===== config.mk =====
export PLATFORM = sky130hd
export DESIGN_NAME = xbar_slave_arbiter_flat
export DESIGN_NICKNAME = d
export VERILOG_FILES = /design/src/rtl/xbar_slave_arbiter_if.sv /design/src/rtl/xbar_slave_arbiter.sv /design/src/flat_wrapper.sv
export SDC_FILE = /design/constraint.sdc
export NUM_CORES = 1
export LEC_CHECK = 0
export ABC_AREA = 1
export CAP_MARGIN = 20
export CORE_MARGIN = 2
export CORE_UTILIZATION = 43
export DETAILED_ROUTE_END_ITERATION = 10
export PLACE_DENSITY = 0.87
export SLEW_MARGIN = 20
export SYNTH_ARGS = -nofsm -noshare
export SYNTH_HDL_FRONTEND = slang
export SYNTH_SLANG_ARGS = --single-unit

===== constraint.sdc =====
create_clock -name aclk -period 2.9 [get_ports aclk]
set_input_delay 0.58 -clock aclk [delete_from_list [all_inputs] [get_ports aclk]]
set_output_delay 0.58 -clock aclk [all_outputs]
set_load 0.01 [all_outputs]

===== src/rtl/xbar_slave_arbiter_if.sv =====
// rtl/xbar_slave_arbiter_if.sv - master-side and slave-side signal bundle for xbar_slave_arbiter
interface xbar_slave_arbiter_if #(
  parameter int MASTER_NUM = 2,
  parameter int ADDR_W     = 32,
  parameter int DATA_W     = 32
);
  localparam int GRANT_W = $clog2(MASTER_NUM);

  logic [MASTER_NUM-1:0]        m_req;
  logic [MASTER_NUM-1:0]        m_cmd;
  logic [MASTER_NUM*ADDR_W-1:0] m_addr;
  logic [MASTER_NUM*DATA_W-1:0] m_wdata;
  logic [MASTER_NUM-1:0]        m_ack;
  logic [MASTER_NUM-1:0]        m_resp;
  logic [MASTER_NUM-1:0]        m_err;
  logic [DATA_W-1:0]            m_rdata;
  logic                         s_req;
  logic                         s_cmd;
  logic [ADDR_W-1:0]            s_addr;
  logic [DATA_W-1:0]            s_wdata;
  logic                         s_ack;
  logic                         s_resp;
  logic [DATA_W-1:0]            s_rdata;
  logic [GRANT_W-1:0]           grant_id;
  logic                         busy;

  // slave is the arbiter's view; master is the requesting masters together with the shared slave
  modport slave (
    input  m_req, m_cmd, m_addr, m_wdata, s_ack, s_resp, s_rdata,
    output m_ack, m_resp, m_err, m_rdata, s_req, s_cmd, s_addr, s_wdata, grant_id, busy
  );

  modport master (
    output m_req, m_cmd, m_addr, m_wdata, s_ack, s_resp, s_rdata,
    input  m_ack, m_resp, m_err, m_rdata, s_req, s_cmd, s_addr, s_wdata, grant_id, busy
  );
endinterface


===== src/rtl/xbar_slave_arbiter.sv =====
// rtl/xbar_slave_arbiter.sv - round-robin arbiter sharing one cross-bar slave channel with a watchdog
module xbar_slave_arbiter #(
  parameter int MASTER_NUM = 2,
  parameter int ADDR_W     = 32,
  parameter int DATA_W     = 32,
  parameter int TIMEOUT    = 255
) (
  input logic                  aclk,
  input logic                  aresetn,
  xbar_slave_arbiter_if.slave  bus
);
  localparam int GRANT_W = $clog2(MASTER_NUM);
  localparam int WD_W    = (TIMEOUT > 0) ? $clog2(TIMEOUT + 1) : 1;
  localparam logic [WD_W-1:0]    WD_LAST  = WD_W'((TIMEOUT > 0) ? TIMEOUT - 1 : 0);
  localparam logic [GRANT_W-1:0] LAST_RST = GRANT_W'(MASTER_NUM - 1);

  typedef enum logic [1:0] {IDLE, ISSUE, WAIT_RESP, DONE} state_t;

  state_t                  state_q, state_d;
  logic [GRANT_W-1:0]      last_q, last_d, grant_q, grant_d;
  logic                    s_req_q, s_req_d, s_cmd_q, s_cmd_d;
  logic [ADDR_W-1:0]       s_addr_q, s_addr_d;
  logic [DATA_W-1:0]       s_wdata_q, s_wdata_d, rdata_q, rdata_d;
  logic [MASTER_NUM-1:0]   ack_q, ack_d, resp_q, resp_d, err_q, err_d;
  logic [WD_W-1:0]         wd_q, wd_d;
  logic                    busy_q, busy_d;
  logic                    rr_found, wd_hit;
  logic [GRANT_W-1:0]      rr_winner, rr_idx;

  // Search starts one past the previous winner so every requester is served within MASTER_NUM grants
  always_comb begin
    rr_found  = 1'b0;
    rr_winner = '0;
    rr_idx    = '0;
    for (int k = 1; k <= MASTER_NUM; k++) begin
      rr_idx = GRANT_W'((int'(last_q) + k) % MASTER_NUM);
      if (!rr_found && bus.m_req[rr_idx]) begin
        rr_found  = 1'b1;
        rr_winner = rr_idx;
      end
    end
  end

  assign wd_hit = (TIMEOUT != 0) && (wd_q == WD_LAST);

  always_comb begin
    state_d   = state_q;
    last_d    = last_q;
    grant_d   = grant_q;
    s_req_d   = s_req_q;
    s_cmd_d   = s_cmd_q;
    s_addr_d  = s_addr_q;
    s_wdata_d = s_wdata_q;
    ack_d     = '0;
    resp_d    = '0;
    err_d     = '0;
    rdata_d   = rdata_q;
    wd_d      = wd_q;
    case (state_q)
      IDLE: begin
        wd_d = '0;
        if (rr_found) begin
          grant_d   = rr_winner;
          s_cmd_d   = bus.m_cmd[rr_winner];
          s_addr_d  = bus.m_addr[rr_winner*ADDR_W +: ADDR_W];
          s_wdata_d = bus.m_wdata[rr_winner*DATA_W +: DATA_W];
          s_req_d   = 1'b1;
          state_d   = ISSUE;
        end
      end
      ISSUE: begin
        wd_d = wd_q + WD_W'(1);
        // A completion on the watchdog's last cycle takes priority over the abort
        if (bus.s_ack) begin
          s_req_d        = 1'b0;
          ack_d[grant_q] = 1'b1;
          state_d        = s_cmd_q ? DONE : WAIT_RESP;
        end else if (wd_hit) begin
          s_req_d        = 1'b0;
          err_d[grant_q] = 1'b1;
          state_d        = DONE;
        end
      end
      WAIT_RESP: begin
        wd_d = wd_q + WD_W'(1);
        if (bus.s_resp) begin
          resp_d[grant_q] = 1'b1;
          rdata_d         = bus.s_rdata;
          state_d         = DONE;
        end else if (wd_hit) begin
          err_d[grant_q] = 1'b1;
          state_d        = DONE;
        end
      end
      DONE: begin
        last_d    = grant_q;
        s_cmd_d   = 1'b0;
        s_addr_d  = '0;
        s_wdata_d = '0;
        state_d   = IDLE;
      end
      default: state_d = IDLE;
    endcase
    busy_d = (state_d != IDLE);
  end

  always_ff @(posedge aclk) begin
    if (!aresetn) begin
      state_q   <= IDLE;
      last_q    <= LAST_RST;
      grant_q   <= '0;
      s_req_q   <= 1'b0;
      s_cmd_q   <= 1'b0;
      s_addr_q  <= '0;
      s_wdata_q <= '0;
      ack_q     <= '0;
      resp_q    <= '0;
      err_q     <= '0;
      rdata_q   <= '0;
      wd_q      <= '0;
      busy_q    <= 1'b0;
    end else begin
      state_q   <= state_d;
      last_q    <= last_d;
      grant_q   <= grant_d;
      s_req_q   <= s_req_d;
      s_cmd_q   <= s_cmd_d;
      s_addr_q  <= s_addr_d;
      s_wdata_q <= s_wdata_d;
      ack_q     <= ack_d;
      resp_q    <= resp_d;
      err_q     <= err_d;
      rdata_q   <= rdata_d;
      wd_q      <= wd_d;
      busy_q    <= busy_d;
    end
  end

  assign bus.s_req    = s_req_q;
  assign bus.s_cmd    = s_cmd_q;
  assign bus.s_addr   = s_addr_q;
  assign bus.s_wdata  = s_wdata_q;
  assign bus.m_ack    = ack_q;
  assign bus.m_resp   = resp_q;
  assign bus.m_err    = err_q;
  assign bus.m_rdata  = rdata_q;
  assign bus.grant_id = grant_q;
  assign bus.busy     = busy_q;
endmodule


===== src/flat_wrapper.sv =====
// flat-port wrapper written by rule: the top's interface ports become plain ports
module xbar_slave_arbiter_flat 
#(
  parameter int MASTER_NUM = 2,
  parameter int ADDR_W     = 32,
  parameter int DATA_W     = 32,
  parameter int TIMEOUT    = 255
)
  (aclk, aresetn, bus_m_req, bus_m_cmd, bus_m_addr, bus_m_wdata, bus_s_ack, bus_s_resp, bus_s_rdata, bus_m_ack, bus_m_resp, bus_m_err, bus_m_rdata, bus_s_req, bus_s_cmd, bus_s_addr, bus_s_wdata, bus_grant_id, bus_busy);
  xbar_slave_arbiter_if #(.MASTER_NUM(MASTER_NUM), .ADDR_W(ADDR_W), .DATA_W(DATA_W)) bus_i ();
  input logic aclk;
  input logic aresetn;
  input wire logic [$bits(bus_i.m_req)-1:0] bus_m_req;
  input wire logic [$bits(bus_i.m_cmd)-1:0] bus_m_cmd;
  input wire logic [$bits(bus_i.m_addr)-1:0] bus_m_addr;
  input wire logic [$bits(bus_i.m_wdata)-1:0] bus_m_wdata;
  input wire logic [$bits(bus_i.s_ack)-1:0] bus_s_ack;
  input wire logic [$bits(bus_i.s_resp)-1:0] bus_s_resp;
  input wire logic [$bits(bus_i.s_rdata)-1:0] bus_s_rdata;
  output wire logic [$bits(bus_i.m_ack)-1:0] bus_m_ack;
  output wire logic [$bits(bus_i.m_resp)-1:0] bus_m_resp;
  output wire logic [$bits(bus_i.m_err)-1:0] bus_m_err;
  output wire logic [$bits(bus_i.m_rdata)-1:0] bus_m_rdata;
  output wire logic [$bits(bus_i.s_req)-1:0] bus_s_req;
  output wire logic [$bits(bus_i.s_cmd)-1:0] bus_s_cmd;
  output wire logic [$bits(bus_i.s_addr)-1:0] bus_s_addr;
  output wire logic [$bits(bus_i.s_wdata)-1:0] bus_s_wdata;
  output wire logic [$bits(bus_i.grant_id)-1:0] bus_grant_id;
  output wire logic [$bits(bus_i.busy)-1:0] bus_busy;
  assign bus_i.m_req = bus_m_req;
  assign bus_i.m_cmd = bus_m_cmd;
  assign bus_i.m_addr = bus_m_addr;
  assign bus_i.m_wdata = bus_m_wdata;
  assign bus_i.s_ack = bus_s_ack;
  assign bus_i.s_resp = bus_s_resp;
  assign bus_i.s_rdata = bus_s_rdata;
  assign bus_m_ack = bus_i.m_ack;
  assign bus_m_resp = bus_i.m_resp;
  assign bus_m_err = bus_i.m_err;
  assign bus_m_rdata = bus_i.m_rdata;
  assign bus_s_req = bus_i.s_req;
  assign bus_s_cmd = bus_i.s_cmd;
  assign bus_s_addr = bus_i.s_addr;
  assign bus_s_wdata = bus_i.s_wdata;
  assign bus_grant_id = bus_i.grant_id;
  assign bus_busy = bus_i.busy;
  xbar_slave_arbiter #(.MASTER_NUM(MASTER_NUM), .ADDR_W(ADDR_W), .DATA_W(DATA_W), .TIMEOUT(TIMEOUT)) u_core (.aclk(aclk), .aresetn(aresetn), .bus(bus_i));
endmodule

==> flow_summary.json <==
{
  "post-cts-setup-buffers": 0,
  "grt_pass1_vias": 5240,
  "n_antenna_cell": 0,
  "maxSlewHeadroom": 0.428,
  "drive_gt1_frac": 0.0638,
  "path_clk_slew_ps": 50,
  "via_per_inst": 4.73,
  "ctsHoldBuffers": 0,
  "layout_commonest_cell": "nand2_1",
  "min_path_type": "flop to flop",
  "cts-root-buf": "clkbuf_16",
  "n_fill_cell": 1000,
  "start_util": 0.435,
  "crit_buf_inv": 2,
  "grt_pass1_wl_um": 24600,
  "seq_area_frac_synth": 0.453,
  "wl_um": 15600,
  "final_nets": 1197,
  "synth_cell_type_count": 23,
  "cp_max_fo": 38,
  "rows": 40,
  "tightest_slew_ps": 854,
  "htreeDepth": 4,
  "instances_no_fill": 1181,
  "clockBufferDepth": 2,
  "io_pins": 274,
  "finalSetupViolCount": 0,
  "vias": 5591,
  "leakage_uw": 0.00359,
  "finalHoldViolCount": 0,
  "postSynthAreaPerCell_sq_um": 6.76,
  "syn_to_final_growth_pct": 65.3,
  "yosys_warnings": 0,
  "crit_arrival_ps": 2480,
  "synth_top_cell_area_share": 0.453,
  "syn-cell-area_sq_mm": 0.00516,
  "cpLargestDelayFamily": "compound AO/OA/AOI/OAI gates",
  "place_inst": 1150,
  "report.final.slew_viol_count": 0,
  "min_to": "u_core.bus.s_addr[1]$_SDFFE_PN0P_",
  "cts_tree": "built",
  "worstSkewPairLatency_ps": 400,
  "crit_chain": "inv_1 -> ha_1 -> o21ai_4 -> buf_12 -> nand2_1 -> a21oi_1",
  "start_kind": "flop",
  "rr_endpoint": "u_core.bus.s_addr[3]$_SDFFE_PN0P_",
  "antenna_left": 0,
  "rr_worst_depth": 6,
  "holdPathStages": 2,
  "period_minus_slack_ps": 2150,
  "cap_violations": 0,
  "grt_max_degree": 55,
  "wl_per_cell_um": 13.2,
  "dieHeight_um": 114,
  "multi_input_area_sq_mm": 0.00250,
  "core_area_sq_mm": 0.0119,
  "end_kind": "flop",
  "syn-num-nets": 939,
  "setup_tns_ps": 0,
  "port_buffers": 273,
  "cts_buffers": 17,
  "drc": 0,
  "timing.rr.start": "u_core.state_q[0]$_SDFF_PN0_",
  "die_x_um": 114,
  "rrSetupSlack_ps": 750,
  "max_freq_mhz": 464,
  "grt_antenna_before_repair": 0,
  "post-route-period-util": 0.742,
  "finalWeightedCongestion": 0.823,
  "ir_drop_mv": 0.348,
  "dp_hpwl_um": 11300,
  "power_uw": 4870,
  "power_density_mw_per_mm2": 570,
  "finClkSkew_ps": 4.80,
  "cts_resized": 0,
  "grt.total_usage": 0.239,
  "dr.pass1.iters": 4,
  "crit_type": "flop to flop",
  "drt_iter0_markers": 284,
  "fp.dieArea_sq_mm": 0.0129,
  "ys_seq_elements": 117,
  "ys_top_cells_by_area": "dfxtp_1 (45%), nand2_1 (26%), nor2_1 (6.0%)",
  "rsz0062_at_grt": "false",
  "synthCells": 764,
  "max_stage_delay_ps": 700,
  "layout_common_cells": "nand2_1 (362), clkdlybuf4s50_1 (273), dfxtp_1 (117)",
  "ff_latch_area_sq_mm": 0.00234,
  "cts.sinks": 117,
  "crit_path_top_delay_cell": "o21ai_4",
  "synth_top_cell_by_area": "dfxtp_1",
  "status": "completed",
  "grt_remaining_overflow": 0,
  "hold_start": "u_core.bus.s_addr[1]$_SDFFE_PN0P_",
  "cp.required_ps": 3220
}
[kinds of logic (layout without fill, tap and decap cells)]
kind of cell,Yosys count,count (layout),share of synthesized area
adder cells (fa/ha/maj),7,7,0.0170
flip-flops,117,117,0.453
AO/OA/AOI/OAI,117,117,0.129
buffers and inverters,68,338,0.0659
AND/OR/NAND/NOR,455,455,0.334
[sequential cells by signal, indices dropped and copies added (netlist names)]
name	cells
u_core.bus.grant_id	1
u_core.bus.m_rdata	32
u_core.bus.m_ack	2
u_core.bus.s_wdata	32
u_core.state_q	2
u_core.bus.s_req	1
u_core.bus.m_resp	2
u_core.bus.s_addr	32
u_core.wd_q	8
u_core.bus.m_err	2
u_core.bus.busy	1
u_core.bus.s_cmd	1
u_core.last_q	1
[Yosys cell counts]
library cell	n
nand4_1	2
nand2_1	363
nor2_2	1
nand3_1	1
nor2_1	83
a21oi_2	20
a31oi_1	1
o21ai_0	40
ha_1	7
buf_1	1
inv_1	21
clkbuf_1	12
a211oi_1	1
o21ai_2	1
buf_6	2
or2_2	1
inv_2	2
buf_4	13
nor3_1	3
dfxtp_1	117
buf_2	17
a21oi_1	54
nand3b_1	1
[worst min-delay path, delay by kind of cell (launching register included)]
family	cells	cell delay, ps
flip-flops	1	300
AND/OR/NAND/NOR	1	60
AO/OA/AOI/OAI	1	50
[stage by stage]
step           utilization  setup WS, ps  area, sq um  hold WS (ps)
2_1_floorplan            -          1360         5160           444
3_3_place_gp         0.671           632         7960           447
3_5_place_dp         0.671           548         7960           455
4_1_cts              0.720           713         8540           462
5_1_grt              0.720           591         8540           481
6_report             0.720           747         8540           461
[final cells by class]
| cell class | count | share of cell area |
|---|---|---|
| multi-input cells | 579 | 0.292 |
| clock inverters | 9 | 0.0120 |
| well taps | 147 | 0.0215 |
| flip-flops and latches | 117 | 0.274 |
| inverters | 23 | 0.0101 |
| repair buffers | 284 | 0.334 |
| clock buffers | 22 | 0.0555 |
[worst max-delay path by stage]
stage                                  from                                  to  slack (ps)  cells past startpoint
6_report       u_core.state_q[0]$_SDFF_PN0_   u_core.bus.s_addr[3]$_SDFFE_PN0P_         750                      6
5_1_grt        u_core.state_q[0]$_SDFF_PN0_   u_core.bus.s_addr[3]$_SDFFE_PN0P_         590                      6
4_1_cts        u_core.state_q[0]$_SDFF_PN0_   u_core.bus.s_addr[3]$_SDFFE_PN0P_         710                      6
3_5_place_dp                   bus_m_req[1]  u_core.bus.s_addr[29]$_SDFFE_PN0P_         550                      8
3_3_place_gp                   bus_m_req[1]  u_core.bus.s_addr[13]$_SDFFE_PN0P_         630                      8
2_1_floorplan                       aresetn  u_core.bus.s_addr[11]$_SDFFE_PN0P_        1360                      5
[metal layers]
metal,track usage,part of all wire
met5,0,0
met4,0.101,0.028
met3,0.0760,0.080
met2,0.423,0.48
met1,0.265,0.41
[power breakdown]
part | switching (uW) | internal, uW
logic | 499 | 554
clock network | 699 | 1320
registers | 66.5 | 1730
No activity file was read; power rests on OpenSTA's default activity.
